### src/rtl/dvma_req_arbiter.sv
// -----------------------------------------------------------------------------
// dvma_req_arbiter
//
// Sits in front of the DVMA controller and owns its two request inputs:
// /rreq (DRAM refresh) and /xreq (external DMA). A free-running interval
// timer produces refresh ticks that build up a small backlog (pend). Two DMA
// requesters share the single /xreq slot under round-robin arbitration. Each
// cycle is followed through the controller's /p.back handshake, and a
// watchdog aborts cycles that stay outstanding too long. A full backlog
// takes priority over DMA.
//
// Parameters
//   REFRESH_PERIOD  clocks between refresh ticks (4..4095)
//   TIMEOUT         maximum clocks a cycle may stay outstanding (8..4095)
//
// Ports
//   CLK        in   board clock, all state on the rising edge
//   RESET_n    in   asynchronous active-low reset
//   req_n      in   DMA requests, active-low (bit 0 Multibus, bit 1 DVMA master)
//   back_n     in   /p.back, low while the controller owns the bus for us
//   gnt_n      out  one-hot-low grant to the requester owning /xreq
//   xreq_n     out  /xreq to the DVMA controller
//   rreq_n     out  /rreq to the DVMA controller
//   timeout_n  out  one-clock low pulse when the watchdog expires
//   ovr_n      out  sticky low once the refresh backlog overflowed
//   pend       out  refresh backlog count (debug)
// -----------------------------------------------------------------------------
module dvma_req_arbiter #(
  parameter int REFRESH_PERIOD = 250,
  parameter int TIMEOUT        = 255
) (
  input  logic       CLK,
  input  logic       RESET_n,
  input  logic [1:0] req_n,
  input  logic       back_n,
  output logic [1:0] gnt_n,
  output logic       xreq_n,
  output logic       rreq_n,
  output logic       timeout_n,
  output logic       ovr_n,
  output logic [1:0] pend
);

  localparam int CW = 12;
  localparam logic [CW-1:0] TMR_RELOAD = CW'(REFRESH_PERIOD - 1);
  // Watchdog value on the edge that is the TIMEOUT-th clock of a cycle; the
  // entry edge itself counts as clock 1.
  localparam logic [CW-1:0] WD_LAST    = CW'(TIMEOUT - 1);

  typedef enum logic [2:0] {
    S_IDLE,
    S_RREQ,
    S_RBUSY,
    S_XREQ,
    S_XBUSY
  } state_e;

  state_e          state_q, state_d;
  logic [CW-1:0]   tmr_q, tmr_d;
  logic [CW-1:0]   wd_q, wd_d;
  logic            ptr_q, ptr_d;     // requester favoured when both ask
  logic            sel_q, sel_d;     // requester currently owning /xreq
  logic [1:0]      pend_q, pend_d;
  logic            ovr_n_q, ovr_n_d;
  logic [1:0]      gnt_n_q, gnt_n_d;
  logic            xreq_n_q, xreq_n_d;
  logic            rreq_n_q, rreq_n_d;
  logic            timeout_n_q, timeout_n_d;

  logic            tick;
  logic            wd_hit;
  logic            expire;
  logic            rfsh_done;

  // ---------------------------------------------------------------------------
  // Refresh interval timer: free-running, independent of arbitration.
  // ---------------------------------------------------------------------------
  assign tick  = (tmr_q == '0);
  assign tmr_d = tick ? TMR_RELOAD : tmr_q - CW'(1);

  // ---------------------------------------------------------------------------
  // Sequencer next-state logic.
  // ---------------------------------------------------------------------------
  assign wd_hit = (wd_q == WD_LAST);

  always_comb begin
    // NOTE: every signal gets a default first so no path through the case
    // leaves it unassigned, which would otherwise infer a latch.
    state_d   = state_q;
    ptr_d     = ptr_q;
    sel_d     = sel_q;
    wd_d      = wd_q;
    expire    = 1'b0;
    rfsh_done = 1'b0;

    if (state_q == S_IDLE) begin
      // The watchdog restarts on leaving IDLE and then spans the whole
      // cycle (request and busy phases), so the entry edge is preloaded as 1.
      wd_d = CW'(1);
      if (pend_q == 2'd3) begin
        state_d = S_RREQ;
      end else if (req_n != 2'b11) begin
        state_d = S_XREQ;
        // Both asking: the pointer decides. One asking: req_n[0] is 0 exactly
        // when requester 0 is the one asking.
        sel_d   = (req_n == 2'b00) ? ptr_q : req_n[0];
      end else if (pend_q != 2'd0) begin
        state_d = S_RREQ;
      end
    end else begin
      wd_d = wd_q + CW'(1);
      if (wd_hit) begin
        // Aborted cycles complete like normal ones: a refresh is consumed,
        // a DMA grant hands the pointer to the other requester.
        expire  = 1'b1;
        state_d = S_IDLE;
        if (state_q == S_RREQ || state_q == S_RBUSY) begin
          rfsh_done = 1'b1;
        end else begin
          ptr_d = ~sel_q;
        end
      end else begin
        unique case (state_q)
          S_RREQ: begin
            if (!back_n) state_d = S_RBUSY;
          end
          S_RBUSY: begin
            if (back_n) begin
              rfsh_done = 1'b1;
              state_d   = S_IDLE;
            end
          end
          S_XREQ: begin
            // Bus ownership wins over a withdrawal seen on the same edge.
            if (!back_n) begin
              state_d = S_XBUSY;
            end else if (req_n[sel_q]) begin
              state_d = S_IDLE;      // withdrawal: pointer stays put
            end
          end
          S_XBUSY: begin
            if (back_n) begin
              ptr_d   = ~sel_q;
              state_d = S_IDLE;
            end
          end
          default: state_d = S_IDLE;
        endcase
      end
    end
  end

  // ---------------------------------------------------------------------------
  // Refresh backlog: a tick and a completion on the same edge cancel out.
  // ---------------------------------------------------------------------------
  always_comb begin
    pend_d  = pend_q;
    ovr_n_d = ovr_n_q;
    unique case ({tick, rfsh_done})
      2'b10: begin
        if (pend_q == 2'd3) ovr_n_d = 1'b0;
        else                pend_d  = pend_q + 2'd1;
      end
      2'b01: begin
        if (pend_q != 2'd0) pend_d = pend_q - 2'd1;
      end
      default: ;
    endcase
  end

  // ---------------------------------------------------------------------------
  // Output decode from the next state; the results are registered, so no
  // combinational path exists from req_n/back_n to any output. Deriving
  // gnt_n from the same next state as xreq_n keeps them consistent.
  // ---------------------------------------------------------------------------
  always_comb begin
    rreq_n_d    = !(state_d == S_RREQ || state_d == S_RBUSY);
    xreq_n_d    = !(state_d == S_XREQ || state_d == S_XBUSY);
    gnt_n_d     = xreq_n_d ? 2'b11 : (sel_d ? 2'b01 : 2'b10);
    timeout_n_d = !expire;
  end

  // ---------------------------------------------------------------------------
  // State registers. The asynchronous reset releases both requests
  // immediately, even in the middle of a bus cycle.
  // ---------------------------------------------------------------------------
  always_ff @(posedge CLK or negedge RESET_n) begin
    // NOTE: sequential state uses non-blocking assignments so every register
    // samples the pre-edge values regardless of statement order.
    if (!RESET_n) begin
      state_q     <= S_IDLE;
      tmr_q       <= TMR_RELOAD;
      wd_q        <= '0;
      ptr_q       <= 1'b0;
      sel_q       <= 1'b0;
      pend_q      <= 2'd0;
      ovr_n_q     <= 1'b1;
      gnt_n_q     <= 2'b11;
      xreq_n_q    <= 1'b1;
      rreq_n_q    <= 1'b1;
      timeout_n_q <= 1'b1;
    end else begin
      state_q     <= state_d;
      tmr_q       <= tmr_d;
      wd_q        <= wd_d;
      ptr_q       <= ptr_d;
      sel_q       <= sel_d;
      pend_q      <= pend_d;
      ovr_n_q     <= ovr_n_d;
      gnt_n_q     <= gnt_n_d;
      xreq_n_q    <= xreq_n_d;
      rreq_n_q    <= rreq_n_d;
      timeout_n_q <= timeout_n_d;
    end
  end

  assign gnt_n     = gnt_n_q;
  assign xreq_n    = xreq_n_q;
  assign rreq_n    = rreq_n_q;
  assign timeout_n = timeout_n_q;
  assign ovr_n     = ovr_n_q;
  assign pend      = pend_q;

endmodule

### config.mk
export PLATFORM = sky130hd
export DESIGN_NAME = dvma_req_arbiter
export DESIGN_NICKNAME = d
export VERILOG_FILES = /design/src/rtl/dvma_req_arbiter.sv
export SDC_FILE = /design/constraint.sdc
export NUM_CORES = 1
export LEC_CHECK = 0
export ABC_AREA = 1
export CAP_MARGIN = 15
export CORE_MARGIN = 2
export CORE_UTILIZATION = 53
export DETAILED_ROUTE_END_ITERATION = 6
export PLACE_DENSITY = 0.73
export SLEW_MARGIN = 5
export SYNTH_ARGS = -nofsm -noshare
export SYNTH_HDL_FRONTEND = slang
export SYNTH_SLANG_ARGS = --single-unit
### constraint.sdc
create_clock -name CLK -period 2 [get_ports CLK]
set_input_delay 0.4 -clock CLK [delete_from_list [all_inputs] [get_ports CLK]]
set_output_delay 0.4 -clock CLK [all_outputs]
set_load 0.03 [all_outputs]
==> metrics.txt, run 1 <==
RSZ-0062 raised after global routing=false; VDD IR max=0.000785 V; width of the chip=roughly 64 µm; synthesis-to-finish area growth=12.8%; max incr delay on CP=approximately 0.66 ns; Tot Pwr=2160 µW; internal power=1310 µW; final hold vios=0; # nets final=268; post-synthesis sequential area ratio=between 40% and 50%; Post-Place Cell Area=0.00210 mm²; Worst Path Arrival=between 1.5 and 2 ns; average size of a mapped cell=between 7 and 8 µm²; Tmin final=roughly 2 ns; Clk pwr share=17.4%; Hold Path Class=in -> async; relative slew slack=about two thirds; initial core utilization=a little under three fifths; Worst path slowest cell=clkdlybuf4s50_1; CP Launch Type=flop; CTS tree=built; first-pass GRT wire length=6410 µm; Max-cap violations=0; CP Max Fanout=1; CP delay by family, top=buffers and inverters; Gates resized, CTS repair=0; DIE HEIGHT=63.9 µm; Power Density=around 1000 mW/mm²; fmax=roughly 510 MHz; post-route design area=~0.0021 mm²; syn_nets=248; Remaining DRCs=0; cell count after synthesis=roughly 240; Final setup viols=0; Skew-Pair Late Insertion Delay=about 0.34 ns; row cnt=21; CTS Hold Bufs=0; Tot GR Track Use=between 20% and 30%; final worst path period share=just under 100%; routed wire length=about 3500 µm; n_diodes=0; Clock Tree Buf Depth=2; top-area cell type share of the netlist area=approximately 33%; Crit Path Category=reg -> out; Distinct cells, synth=22; Cell Chain, Critical Path=clkdlybuf4s50_1; setup TNS=0 ns; DRT Pass-1 Iters=4; Mapped Area=approximately 0.0019 mm²; die area=about 0.0041 mm²; Num Clock Sinks=37; outcome=complete, no violations; CP Buf/Inv Count=1; combinational power share=36.0%; DRT antenna net count=0; CTS Root Cell=clkbuf_4; WHS=roughly 0.0013 ns; Synthesis Warnings=0; Via density=just over 5; CTS buffer count=5; sequential share of power=46.7%; Req. time, crit path=around 1.6 ns; final-layout fill cell count=about 290; final slew viol count=0; grt ovf=0; initial antenna violation count=0; Core Region=between 0.003 and 0.004 mm²; Buffers on Ports=12; Psw=between 800 and 900 µW; num ports=13; sw frac=approximately 39%; via count=around 1600; Setup Buffers After CTS=0; WL/cell=roughly 12 µm; static leakage=around 0.0010 µW; number of global-route vias before repair=1505; Yosys reg bits=37; Routability Congestion=approximately 0.83; H-tree depth=2; Setup Skew=~0.0082 ns; Detailed Route Iter0 Violations=95; Post-Layout Cell Count=roughly 310; Worst-path clk slew=~0.11 ns; layout cell share with drive strength beyond 1=~16%; top post-synthesis cells by area=dfrtp_1, dfstp_2, nand2_1, nand3_1, inv_1; Worst setup EP type=output port; cell taking the most area after synthesis=dfrtp_1; Post-DP HPWL=about 2700 µm; Inst Count DP=about 300; Worst-Margin Slew=0.470 ns; largest net degree at the start of global routing=21
==> cell usage in the layout (no fill, tap or decap), types with 3 or more instances in the layout <==
cell type        instances
inv_1                   34
nor2_1                  26
nor2_4                   4
dfrtp_1                 25
nand3_1                 26
nand2_1                 50
o21ai_0                 14
a21oi_1                 12
nor2_2                   3
ha_1                     4
nor3_1                   4
clkdlybuf4s50_1         11
nand4_1                  3
nand2_2                  4
clkbuf_4                 5
inv_2                    7
dfstp_2                 12
==> final cells by class <==
cell class | count | area [µm²] | area share [%]
Timing Repair Buffer | 13 | 135 | 6.29
Clock inverter | 2 | 10.0 | 0.466
Sequential cell | 37 | 941 | 43.8
Clock buffer | 6 | 41.3 | 1.92
Inverter | 41 | 154 | 7.16
Tap cell | 46 | 57.6 | 2.68
Multi-Input combinational cell | 161 | 810 | 37.7
==> power groups by stage <==
| stage | Combinational (µW) | Clock (µW) | Sequential [µW] |
|---|---|---|---|
| 4_1_cts | 778 | 390 | 1010 |
| 6_report | 775 | 374 | 1010 |
| 3_5_place_dp | 780 | 0 | 1020 |
| 5_1_grt | 875 | 417 | 1020 |
| 2_1_floorplan | 471 | 0 | 1080 |
| 3_3_place_gp | 755 | 0 | 1020 |
==> Yosys cell counts (all sizes together) <==
| library cell | instances |
|---|---|
| nand3 | 28 |
| dfrtp | 25 |
| a21oi | 12 |
| inv | 41 |
| a32oi | 1 |
| dfstp | 12 |
| nor3 | 4 |
| xnor2 | 2 |
| o21ai | 15 |
| nand4 | 3 |
| a211oi | 2 |
| nor3b | 1 |
| nand2 | 54 |
| nor2 | 33 |
| ha | 4 |
| nor4 | 2 |
==> worst paths after layout <==
| path | startpoint | to | slack (ns) | depth (start not counted) |
|---|---|---|---|---|
| min in group CLK | tmr_q[0] | tmr_q[0] | 0.46 | 1 |
| max reg2reg | tmr_q[0] | tmr_q[10] | 0.42 | 8 |
| min reg2reg | tmr_q[0] | tmr_q[0] | 0.46 | 1 |
| max | gnt_n[0] | gnt_n[0] | 0.06 | 1 |
| max in group asynchronous | RESET_n | timeout_n | 1.47 | 2 |
| min | RESET_n | tmr_q[11] | 0.001 | 1 |
==> stage by stage <==
step	utilization, %	worst slack (ns)
3_3_place_gp	61.9	0.341
2_1_floorplan	-	0.575
3_5_place_dp	61.9	0.284
5_1_grt	63.4	0.0125
6_report	63.4	0.0571
4_1_cts	63.4	0.0445
==> metal layers <==
layer	vias to the layer above	global-route usage (%)	share of wire [%]
met1	712	26.6	49
met3	11	5.99	3.5
met4	0	8.97	2.6
met2	28	31.8	45
li1	812	-	-
met5	-	0	0
==> sequential cells by signal (all words and copies together), names as in the netlist <==
register / cells
tmr_q: 12
wd_q: 12
state_q: 3
gnt_n: 2
pend: 2
ovr_n: 1
ptr_q: 1
rreq_n: 1
sel_q: 1
timeout_n: 1
xreq_n: 1
==> cells by family (layout without fill, tap and decap cells) <==
kind of cell               after synthesis  after routing  synth area share (%)
buffers and inverters                   41             62                  8.08
xor gates and xnor gates                 2              2                 0.920
AOI/OAI and AO/OA                       30             30                  8.34
adders and majority gates                4              4                  2.63
DFF                                     37             37                  49.4
and+or+nand+nor                        125            125                  30.6
Note: power is estimated with default switching activity, not from simulation.
==> run 2: changes to the inputs <==
--- a/config.mk
+++ b/config.mk
@@ -11,6 +11,7 @@
 export CORE_UTILIZATION = 53
 export DETAILED_ROUTE_END_ITERATION = 6
 export PLACE_DENSITY = 0.73
+export SKIP_LAST_GASP = 1
 export SLEW_MARGIN = 5
 export SYNTH_ARGS = -nofsm -noshare
 export SYNTH_HDL_FRONTEND = slang
==> results of run 2 <==
Same layout as run 1: the final DEF is identical, and so are final timing and power.
==> run 3: changes to the inputs <==
--- a/config.mk
+++ b/config.mk
@@ -6,10 +6,12 @@
 export NUM_CORES = 1
 export LEC_CHECK = 0
 export ABC_AREA = 1
+export ABC_CLOCK_PERIOD_IN_PS = 2000
 export CAP_MARGIN = 15
 export CORE_MARGIN = 2
 export CORE_UTILIZATION = 53
 export DETAILED_ROUTE_END_ITERATION = 6
+export GPL_ROUTABILITY_DRIVEN = 0
 export PLACE_DENSITY = 0.73
 export SKIP_LAST_GASP = 1
 export SLEW_MARGIN = 5
==> results of run 3 <==
Same layout as run 1: the final DEF is identical, and so are final timing and power.
